--- src/rtl/color_scan_classifier_if.sv ---
// ----------------------------------------------------------------------------
// color_scan_classifier_if
// Bundles the sensor pins, control inputs and result outputs of
// color_scan_classifier.
//   master : host side (drives en/scale/sel/min_thresh/sensor_out)
//   slave  : classifier side (drives s0..s3, counts, frame/class results)
// Parameter CNT_W must match the classifier's CNT_W.
// ----------------------------------------------------------------------------
interface color_scan_classifier_if #(
    parameter int unsigned CNT_W = 24
) ();
    logic             en;
    logic [1:0]       scale;
    logic [2:0]       sel;
    logic [CNT_W-1:0] min_thresh;
    logic             sensor_out;
    logic             s0;
    logic             s1;
    logic             s2;
    logic             s3;
    logic [CNT_W-1:0] red_count;
    logic [CNT_W-1:0] green_count;
    logic [CNT_W-1:0] blue_count;
    logic [CNT_W-1:0] clear_count;
    logic             frame_valid;
    logic [1:0]       class_code;
    logic             class_changed;
    logic             match;

    modport master (
        output en, scale, sel, min_thresh, sensor_out,
        input  s0, s1, s2, s3,
        input  red_count, green_count, blue_count, clear_count,
        input  frame_valid, class_code, class_changed, match
    );

    modport slave (
        input  en, scale, sel, min_thresh, sensor_out,
        output s0, s1, s2, s3,
        output red_count, green_count, blue_count, clear_count,
        output frame_valid, class_code, class_changed, match
    );
endinterface

--- src/rtl/color_scan_classifier.sv ---
// ----------------------------------------------------------------------------
// color_scan_classifier
// Sequences a TCS3200 colour sensor through its photodiode filters, counts
// OUT rising edges per channel window, and classifies each frame as
// red / green / blue / none with a consecutive-frame debounce.
//
// Ports:
//   clk       : system clock, rising edge
//   reset_n   : asynchronous active-low reset
//   bus       : color_scan_classifier_if.slave
//               in : en, scale[1:0], sel[2:0], min_thresh, sensor_out
//               out: s0..s3, red/green/blue/clear_count, frame_valid,
//                    class_code[1:0], class_changed, match
//
// Build option: define COLOR_CLEAR_CHANNEL_EN to add the clear (unfiltered)
// channel as a fourth phase of every frame; otherwise clear_count stays 0.
// ----------------------------------------------------------------------------
module color_scan_classifier #(
    parameter int unsigned WINDOW_CYCLES = 5_000_000,
    parameter int unsigned SETTLE_CYCLES = 10_000,
    parameter int unsigned CNT_W         = 24,
    parameter int unsigned CONFIRM_N     = 3
) (
    input  logic                   clk,
    input  logic                   reset_n,
    color_scan_classifier_if.slave bus
);
    localparam logic [1:0] ST_IDLE   = 2'd0;
    localparam logic [1:0] ST_SETTLE = 2'd1;
    localparam logic [1:0] ST_COUNT  = 2'd2;

    localparam logic [1:0] CH_RED   = 2'd0;
    localparam logic [1:0] CH_GREEN = 2'd1;
    localparam logic [1:0] CH_BLUE  = 2'd2;
`ifdef COLOR_CLEAR_CHANNEL_EN
    localparam logic [1:0] LAST_CH  = 2'd3;
`else
    localparam logic [1:0] LAST_CH  = 2'd2;
`endif

    localparam int unsigned TIMER_MAX = (WINDOW_CYCLES > SETTLE_CYCLES) ? WINDOW_CYCLES : SETTLE_CYCLES;
    localparam int unsigned TIMER_W   = (TIMER_MAX > 1) ? $clog2(TIMER_MAX) : 1;
    localparam int unsigned CONF_W    = $clog2(CONFIRM_N + 1);

    localparam logic [TIMER_W-1:0] SETTLE_LAST = TIMER_W'(SETTLE_CYCLES - 1);
    localparam logic [TIMER_W-1:0] WINDOW_LAST = TIMER_W'(WINDOW_CYCLES - 1);
    localparam logic [CONF_W-1:0]  CONF_MAX    = CONF_W'(CONFIRM_N);

    // {s2,s3} filter select for a channel index; index 3 is the clear channel
    function automatic logic [1:0] filter_code(input logic [1:0] ch);
        case (ch)
            CH_RED:   filter_code = 2'b00;
            CH_GREEN: filter_code = 2'b11;
            CH_BLUE:  filter_code = 2'b01;
            default:  filter_code = 2'b10;
        endcase
    endfunction

    logic [1:0]         state_q,    state_d;
    logic [TIMER_W-1:0] timer_q,    timer_d;
    logic [1:0]         ch_q,       ch_d;
    logic [1:0]         filt_q,     filt_d;
    logic [CNT_W-1:0]   pulse_q,    pulse_d;
    logic [CNT_W-1:0]   red_q,      red_d;
    logic [CNT_W-1:0]   green_q,    green_d;
    logic [CNT_W-1:0]   blue_q,     blue_d;
    logic [CNT_W-1:0]   clear_q,    clear_d;
    logic               fv_q,       fv_d;
    logic [1:0]         class_q,    class_d;
    logic               chg_q,      chg_d;
    logic [CONF_W-1:0]  conf_q,     conf_d;
    logic [1:0]         last_raw_q, last_raw_d;
    logic               sync_q1,    sync_q2;

    logic               edge_c;
    logic [CNT_W-1:0]   pulse_next_c;
    logic [1:0]         next_ch_c;
    logic [1:0]         raw_c;
    logic               match_c;

    // sensor_out is asynchronous; one count per synchronized rising edge
    assign edge_c = sync_q1 & ~sync_q2;

    // Saturating increment so a bright target never wraps to a small count
    assign pulse_next_c = (edge_c && (pulse_q != '1)) ? pulse_q + CNT_W'(1) : pulse_q;

    assign next_ch_c = (ch_q == LAST_CH) ? CH_RED : ch_q + 2'd1;

    // Raw frame class: strictly largest of R/G/B and above threshold
    always_comb begin
        raw_c = 2'd0;
        if ((red_q > green_q) && (red_q > blue_q) && (red_q > bus.min_thresh))
            raw_c = 2'd1;
        else if ((green_q > red_q) && (green_q > blue_q) && (green_q > bus.min_thresh))
            raw_c = 2'd2;
        else if ((blue_q > red_q) && (blue_q > green_q) && (blue_q > bus.min_thresh))
            raw_c = 2'd3;
    end

    // Next-state: channel sequencing, window counting, debounce
    always_comb begin
        state_d    = state_q;
        timer_d    = timer_q;
        ch_d       = ch_q;
        filt_d     = filt_q;
        pulse_d    = pulse_q;
        red_d      = red_q;
        green_d    = green_q;
        blue_d     = blue_q;
        clear_d    = clear_q;
        fv_d       = 1'b0;
        class_d    = class_q;
        chg_d      = 1'b0;
        conf_d     = conf_q;
        last_raw_d = last_raw_q;

        if (!bus.en) begin
            // Abort any window; stored counts and class are left untouched
            state_d = ST_IDLE;
            timer_d = '0;
            ch_d    = CH_RED;
            filt_d  = filter_code(CH_RED);
            pulse_d = '0;
        end else begin
            case (state_q)
                ST_IDLE: begin
                    state_d = ST_SETTLE;
                    timer_d = '0;
                    ch_d    = CH_RED;
                    filt_d  = filter_code(CH_RED);
                    pulse_d = '0;
                end
                ST_SETTLE: begin
                    if (timer_q == SETTLE_LAST) begin
                        state_d = ST_COUNT;
                        timer_d = '0;
                        pulse_d = '0;
                    end else begin
                        timer_d = timer_q + TIMER_W'(1);
                    end
                end
                ST_COUNT: begin
                    pulse_d = pulse_next_c;
                    if (timer_q == WINDOW_LAST) begin
                        // Store includes an edge seen in this final cycle
                        case (ch_q)
                            CH_RED:   red_d   = pulse_next_c;
                            CH_GREEN: green_d = pulse_next_c;
                            CH_BLUE:  blue_d  = pulse_next_c;
                            default: begin
`ifdef COLOR_CLEAR_CHANNEL_EN
                                clear_d = pulse_next_c;
`endif
                            end
                        endcase
                        pulse_d = '0;
                        timer_d = '0;
                        state_d = ST_SETTLE;
                        ch_d    = next_ch_c;
                        filt_d  = filter_code(next_ch_c);
                        fv_d    = (ch_q == LAST_CH);
                    end else begin
                        timer_d = timer_q + TIMER_W'(1);
                    end
                end
                default: begin
                    state_d = ST_IDLE;
                    timer_d = '0;
                    ch_d    = CH_RED;
                    filt_d  = filter_code(CH_RED);
                    pulse_d = '0;
                end
            endcase
        end

        // Debounce: class evaluated while frame_valid is high
        if (fv_q) begin
            last_raw_d = raw_c;
            if ((raw_c == last_raw_q) && (conf_q != '0))
                conf_d = (conf_q >= CONF_MAX) ? conf_q : conf_q + CONF_W'(1);
            else
                conf_d = CONF_W'(1);
            if ((conf_d >= CONF_MAX) && (raw_c != class_q)) begin
                class_d = raw_c;
                chg_d   = 1'b1;
            end
        end
    end

    // State and output registers
    always_ff @(posedge clk or negedge reset_n) begin
        if (!reset_n) begin
            state_q    <= ST_IDLE;
            timer_q    <= '0;
            ch_q       <= CH_RED;
            filt_q     <= 2'b00;
            pulse_q    <= '0;
            red_q      <= '0;
            green_q    <= '0;
            blue_q     <= '0;
            clear_q    <= '0;
            fv_q       <= 1'b0;
            class_q    <= 2'd0;
            chg_q      <= 1'b0;
            conf_q     <= '0;
            last_raw_q <= 2'd0;
            sync_q1    <= 1'b0;
            sync_q2    <= 1'b0;
        end else begin
            state_q    <= state_d;
            timer_q    <= timer_d;
            ch_q       <= ch_d;
            filt_q     <= filt_d;
            pulse_q    <= pulse_d;
            red_q      <= red_d;
            green_q    <= green_d;
            blue_q     <= blue_d;
            clear_q    <= clear_d;
            fv_q       <= fv_d;
            class_q    <= class_d;
            chg_q      <= chg_d;
            conf_q     <= conf_d;
            last_raw_q <= last_raw_d;
            sync_q1    <= bus.sensor_out;
            sync_q2    <= sync_q1;
        end
    end

    // Target match follows class_code and sel without a register stage
    always_comb begin
        match_c = 1'b0;
        case (class_q)
            2'd1:    match_c = bus.sel[0];
            2'd2:    match_c = bus.sel[1];
            2'd3:    match_c = bus.sel[2];
            default: match_c = 1'b0;
        endcase
    end

    assign bus.s0            = bus.scale[1];
    assign bus.s1            = bus.scale[0];
    assign bus.s2            = filt_q[1];
    assign bus.s3            = filt_q[0];
    assign bus.red_count     = red_q;
    assign bus.green_count   = green_q;
    assign bus.blue_count    = blue_q;
    assign bus.clear_count   = clear_q;
    assign bus.frame_valid   = fv_q;
    assign bus.class_code    = class_q;
    assign bus.class_changed = chg_q;
    assign bus.match         = match_c;

endmodule

--- src/flat_wrapper.sv ---
// flat-port wrapper written by rule: the top's interface ports become plain ports
module color_scan_classifier_flat 
#(
    parameter int unsigned WINDOW_CYCLES = 5_000_000,
    parameter int unsigned SETTLE_CYCLES = 10_000,
    parameter int unsigned CNT_W         = 24,
    parameter int unsigned CONFIRM_N     = 3
)
  (clk, reset_n, bus_en, bus_scale, bus_sel, bus_min_thresh, bus_sensor_out, bus_s0, bus_s1, bus_s2, bus_s3, bus_red_count, bus_green_count, bus_blue_count, bus_clear_count, bus_frame_valid, bus_class_code, bus_class_changed, bus_match);
  color_scan_classifier_if #(.CNT_W(CNT_W)) bus_i ();
  input  logic clk;
  input  logic reset_n;
  input wire logic [$bits(bus_i.en)-1:0] bus_en;
  input wire logic [$bits(bus_i.scale)-1:0] bus_scale;
  input wire logic [$bits(bus_i.sel)-1:0] bus_sel;
  input wire logic [$bits(bus_i.min_thresh)-1:0] bus_min_thresh;
  input wire logic [$bits(bus_i.sensor_out)-1:0] bus_sensor_out;
  output wire logic [$bits(bus_i.s0)-1:0] bus_s0;
  output wire logic [$bits(bus_i.s1)-1:0] bus_s1;
  output wire logic [$bits(bus_i.s2)-1:0] bus_s2;
  output wire logic [$bits(bus_i.s3)-1:0] bus_s3;
  output wire logic [$bits(bus_i.red_count)-1:0] bus_red_count;
  output wire logic [$bits(bus_i.green_count)-1:0] bus_green_count;
  output wire logic [$bits(bus_i.blue_count)-1:0] bus_blue_count;
  output wire logic [$bits(bus_i.clear_count)-1:0] bus_clear_count;
  output wire logic [$bits(bus_i.frame_valid)-1:0] bus_frame_valid;
  output wire logic [$bits(bus_i.class_code)-1:0] bus_class_code;
  output wire logic [$bits(bus_i.class_changed)-1:0] bus_class_changed;
  output wire logic [$bits(bus_i.match)-1:0] bus_match;
  assign bus_i.en = bus_en;
  assign bus_i.scale = bus_scale;
  assign bus_i.sel = bus_sel;
  assign bus_i.min_thresh = bus_min_thresh;
  assign bus_i.sensor_out = bus_sensor_out;
  assign bus_s0 = bus_i.s0;
  assign bus_s1 = bus_i.s1;
  assign bus_s2 = bus_i.s2;
  assign bus_s3 = bus_i.s3;
  assign bus_red_count = bus_i.red_count;
  assign bus_green_count = bus_i.green_count;
  assign bus_blue_count = bus_i.blue_count;
  assign bus_clear_count = bus_i.clear_count;
  assign bus_frame_valid = bus_i.frame_valid;
  assign bus_class_code = bus_i.class_code;
  assign bus_class_changed = bus_i.class_changed;
  assign bus_match = bus_i.match;
  color_scan_classifier #(.WINDOW_CYCLES(WINDOW_CYCLES), .SETTLE_CYCLES(SETTLE_CYCLES), .CNT_W(CNT_W), .CONFIRM_N(CONFIRM_N)) u_core (.clk(clk), .reset_n(reset_n), .bus(bus_i));
endmodule
--- config.mk ---
export PLATFORM = sky130hd
export DESIGN_NAME = color_scan_classifier_flat
export DESIGN_NICKNAME = d
export VERILOG_FILES = /design/src/rtl/color_scan_classifier_if.sv /design/src/rtl/color_scan_classifier.sv /design/src/flat_wrapper.sv
export SDC_FILE = /design/constraint.sdc
export NUM_CORES = 1
export LEC_CHECK = 0
export BUFFER_PORTS_ARGS = -buffer_cell sky130_fd_sc_hd__buf_2
export CORE_UTILIZATION = 35
export DETAILED_ROUTE_END_ITERATION = 12
export GPL_TIMING_DRIVEN = 0
export MAX_ROUTING_LAYER = met4
export PLACE_DENSITY = 0.61
export SLEW_MARGIN = 20
export SYNTH_ARGS = -nofsm -noshare
export SYNTH_HDL_FRONTEND = slang
export SYNTH_SLANG_ARGS = --single-unit
--- constraint.sdc ---
create_clock -name clk -period 6.71 [get_ports clk]
set_input_delay 1.342 -clock clk [delete_from_list [all_inputs] [get_ports clk]]
set_output_delay 1.342 -clock clk [all_outputs]
set_load 0.05 [all_outputs]
==> results.md <==
- R2R depth: 10
- Hold Path Sink: u_core.sync_q2
- Largest net degree at the start of global routing: 87
- GRT Util Overall: 20.5%
- Syn Std Cell Area: 0.00932 sq mm
- Reg clk slew, reported paths: 0.07 ns
- WS Path Type: in -> reg
- YS warnings: 0
- WL/cell: 16.9 um
- GP Congestion: 0.933
- Worst Path Arrival: 4.41 ns
- CP Launch Type: input port
- Mean Syn Cell Area: 8.91 sq um
- Root buf cell: clkbuf_16
- First-pass GRT wire length: 41400 um
- Via density: 5.21
- Synthesized instance count: 1046
- Setup TNS: 0 ns
- Most common flop cell mapped by yosys: dfrtp_1
- CTS Buf Count: 17
- PD cells: 183 mW/mm^2
- DPL Wire Length: 20500 um
- Ant diodes: 0
- I/O pins: 138
- Vias: 8065
- Fin. max-slew vios: 0
- Hold Crit Class: reg -> reg
- H-tree depth: 4
- Clk_lat worst skew: 0.43 ns
- Die area: 0.0273 sq mm
- Yosys reg bits: 134
- Critical Path RT: 7.07 ns
- Initial antenna violation count: 0
- Cell taking the most area after synthesis: dfrtp_1
- Layout overhead on the synthesized area: 18.3%
- Max Freq: 0.246 GHz
- Reg2reg end: u_core.bus.class_code[1]
- Clock Path Buffers: 2
- CP top delay family: simple AND/OR/NAND/NOR gates
- Final Critical Period: 4.06 ns
- Final period util: 60.5%
- Area post-placement: 0.0104 sq mm
- Finish-stage setup viols: 0
- Cells along the critical path: buf_2 > inv_1 > ha_1 > nand4_1 > nor4_1 > a21oi_1 > nor4b_1 > o21ai_1 > a221oi_4 > mux2i_1
- Clock sink count: 134
- Reg2reg start: u_core.bus.green_count[19]
- CP Launch Point: bus_min_thresh[15]
- CTS Hold Bufs: 0
- RSZ-0062 raised after global routing: no
- CP max FO: 3
- DRT iter0 DRCs: 496
- Maxcap violations: 0
- Die W: 165 um
- Starting Density: 35.7%
- Post-route DRC: 0
- Drt total wl: 26200 um
- P_leak: 0.00549 uW
- DRT Pass-1 Iters: 6
- Worst path slowest cell: nor4_1
- CORE AREA: 0.0261 sq mm
- Top cells by count, synth: ha_1 (150), dfrtp_1 (134), nand2_1 (114)
- Top post-synthesis cells by area: dfrtp_1 (36%), ha_1 (20%), a21oi_1 (4.8%)
- I/O Buffers: 111
- Vias in the first global route: 7684
- Final hold violation count: 0
- Grt met2 use: 32.6%
- Final #Nets: 1383
- Top-area cell type share of the netlist area: 36.0%
- Post-CTS setup buffers: 0
- Number of flops mapped to enable cells by yosys: 0
- Cts repair resizes: 0
- Rel. slew slack: 37.5%
- CTS tree: yes
- Layout cells sized above 1: 14.8%
- Total power: 2020 uW
- Reg2Reg Setup Slack: 2.96 ns
- Routed Antenna Nets: 0
- Worst VDD drop: 0.112 mV
- Crit. End Element: register
- Fin Clk Skew: 0.0132 ns
- Buf/Inv on CP: 2
- # rows: 59
- Most common cell in the netlist: ha_1
- Tightest Pin Transition: 0.930 ns
- GRT met1 Usage: 25.9%
- Ys async rst share: 100%
- Post-synthesis sequential area ratio: 36.0%
- Die Y: 165 um
- GRT Residual Overflow: 0
- Min-delay src: u_core.sync_q1
- Busiest layer in global routing: met2
- Met3 usage: 3.52%
- Outcome: complete, no violations
- Yosys cell types: 60
- Min-Delay Path Depth: 0
- Fin area: 0.0110 sq mm
- Slowest cell delay on critical path: 0.87 ns
## sequential cells by signal, summed over array words and instances (netlist names), 2 cells and up
signal / count
u_core.bus.green_count: 24
u_core.state_q: 2
u_core.conf_q: 2
u_core.timer_q: 23
u_core.ch_q: 2
u_core.pulse_q: 24
u_core.bus.red_count: 24
u_core.last_raw_q: 2
u_core.bus.class_code: 2
u_core.bus.blue_count: 24
## logic make-up (layout without fill, tap and decap cells)
logic type / after synthesis / in the layout / share of synthesized area, %
compound gates: 231 / 231 / 14.4
xor+xnor: 44 / 44 / 4.14
fa+ha+maj: 150 / 150 / 20.1
buf+inv: 134 / 278 / 6.46
flops: 134 / 134 / 36.0
mux: 7 / 7 / 0.766
other cells: 1 / 24 / 0.0403
simple gates: 345 / 345 / 18.0
## per-layer routing
| layer | routed length [um] | vias up |
|---|---|---|
| met1 | 12100 | 3860 |
| met5 | 0 | - |
| met2 | 12200 | 194 |
| li1 | - | 3970 |
| met3 | 1190 | 41 |
| met4 | 694 | 0 |
## area by class of cell
cell class                 count  area (sq um)
tap                          335           419
sequential                   134          3350
clock inverter                11           149
multi-input combinational    801          5450
fill                        2556         15000
timing repair buffer         112           593
inverter                      83           312
buffer                        51           290
clock buffer                  21           460
## placed cells by master, fill, tap and decap left out, drive strengths merged, types with 24 or more instances in the layout
cell	n
inv	84
o21ai	89
a21oi	90
ha	150
nand2	114
nor2	87
nand4	41
dfrtp	134
buf	140
conb	24
clkbuf	44
nand3	35
## worst max path at each step
stage | end | slack [ns] | cells past startpoint
after floorplan | bus_match | 2.87 | 2
after global placement | u_core.bus.class_code[1] | 2.18 | 12
after detailed placement | u_core.bus.class_code[0] | 2.14 | 12
after CTS | u_core.bus.class_code[0] | 2.60 | 12
after global routing | u_core.bus.class_code[0] | 2.51 | 10
final | u_core.bus.class_code[1] | 2.65 | 10
## worst reg2reg max path: stages, from the launching register on
cell and delay, ns:
dfrtp_1 0.44, inv_1 0.07, ha_1 0.32, nand4_1 0.21, nor4_1 0.71, o31ai_1 0.32, o2111a_1 0.24, nor4b_1 0.56
o21ai_1 0.21, a221oi_4 0.38, mux2i_1 0.22
## through the flow
stage	cells	setup WS, ns	util (%)	hold slack [ns]
2_1_floorplan	1069	2.87	-	0.355
3_3_place_gp	1515	2.18	39.8	0.416
3_5_place_dp	1516	2.14	40.0	0.420
4_1_cts	1548	2.60	42.3	0.437
5_1_grt	1548	2.51	42.3	0.451
6_report	1548	2.65	42.3	0.441
## power breakdown
part,leakage (uW),internal [uW],switching (uW)
clock,0.000290,605,374
combinational,0.00335,60.3,149
sequential,0.00185,817,9.21
Power figures use the tool's default switching activity.
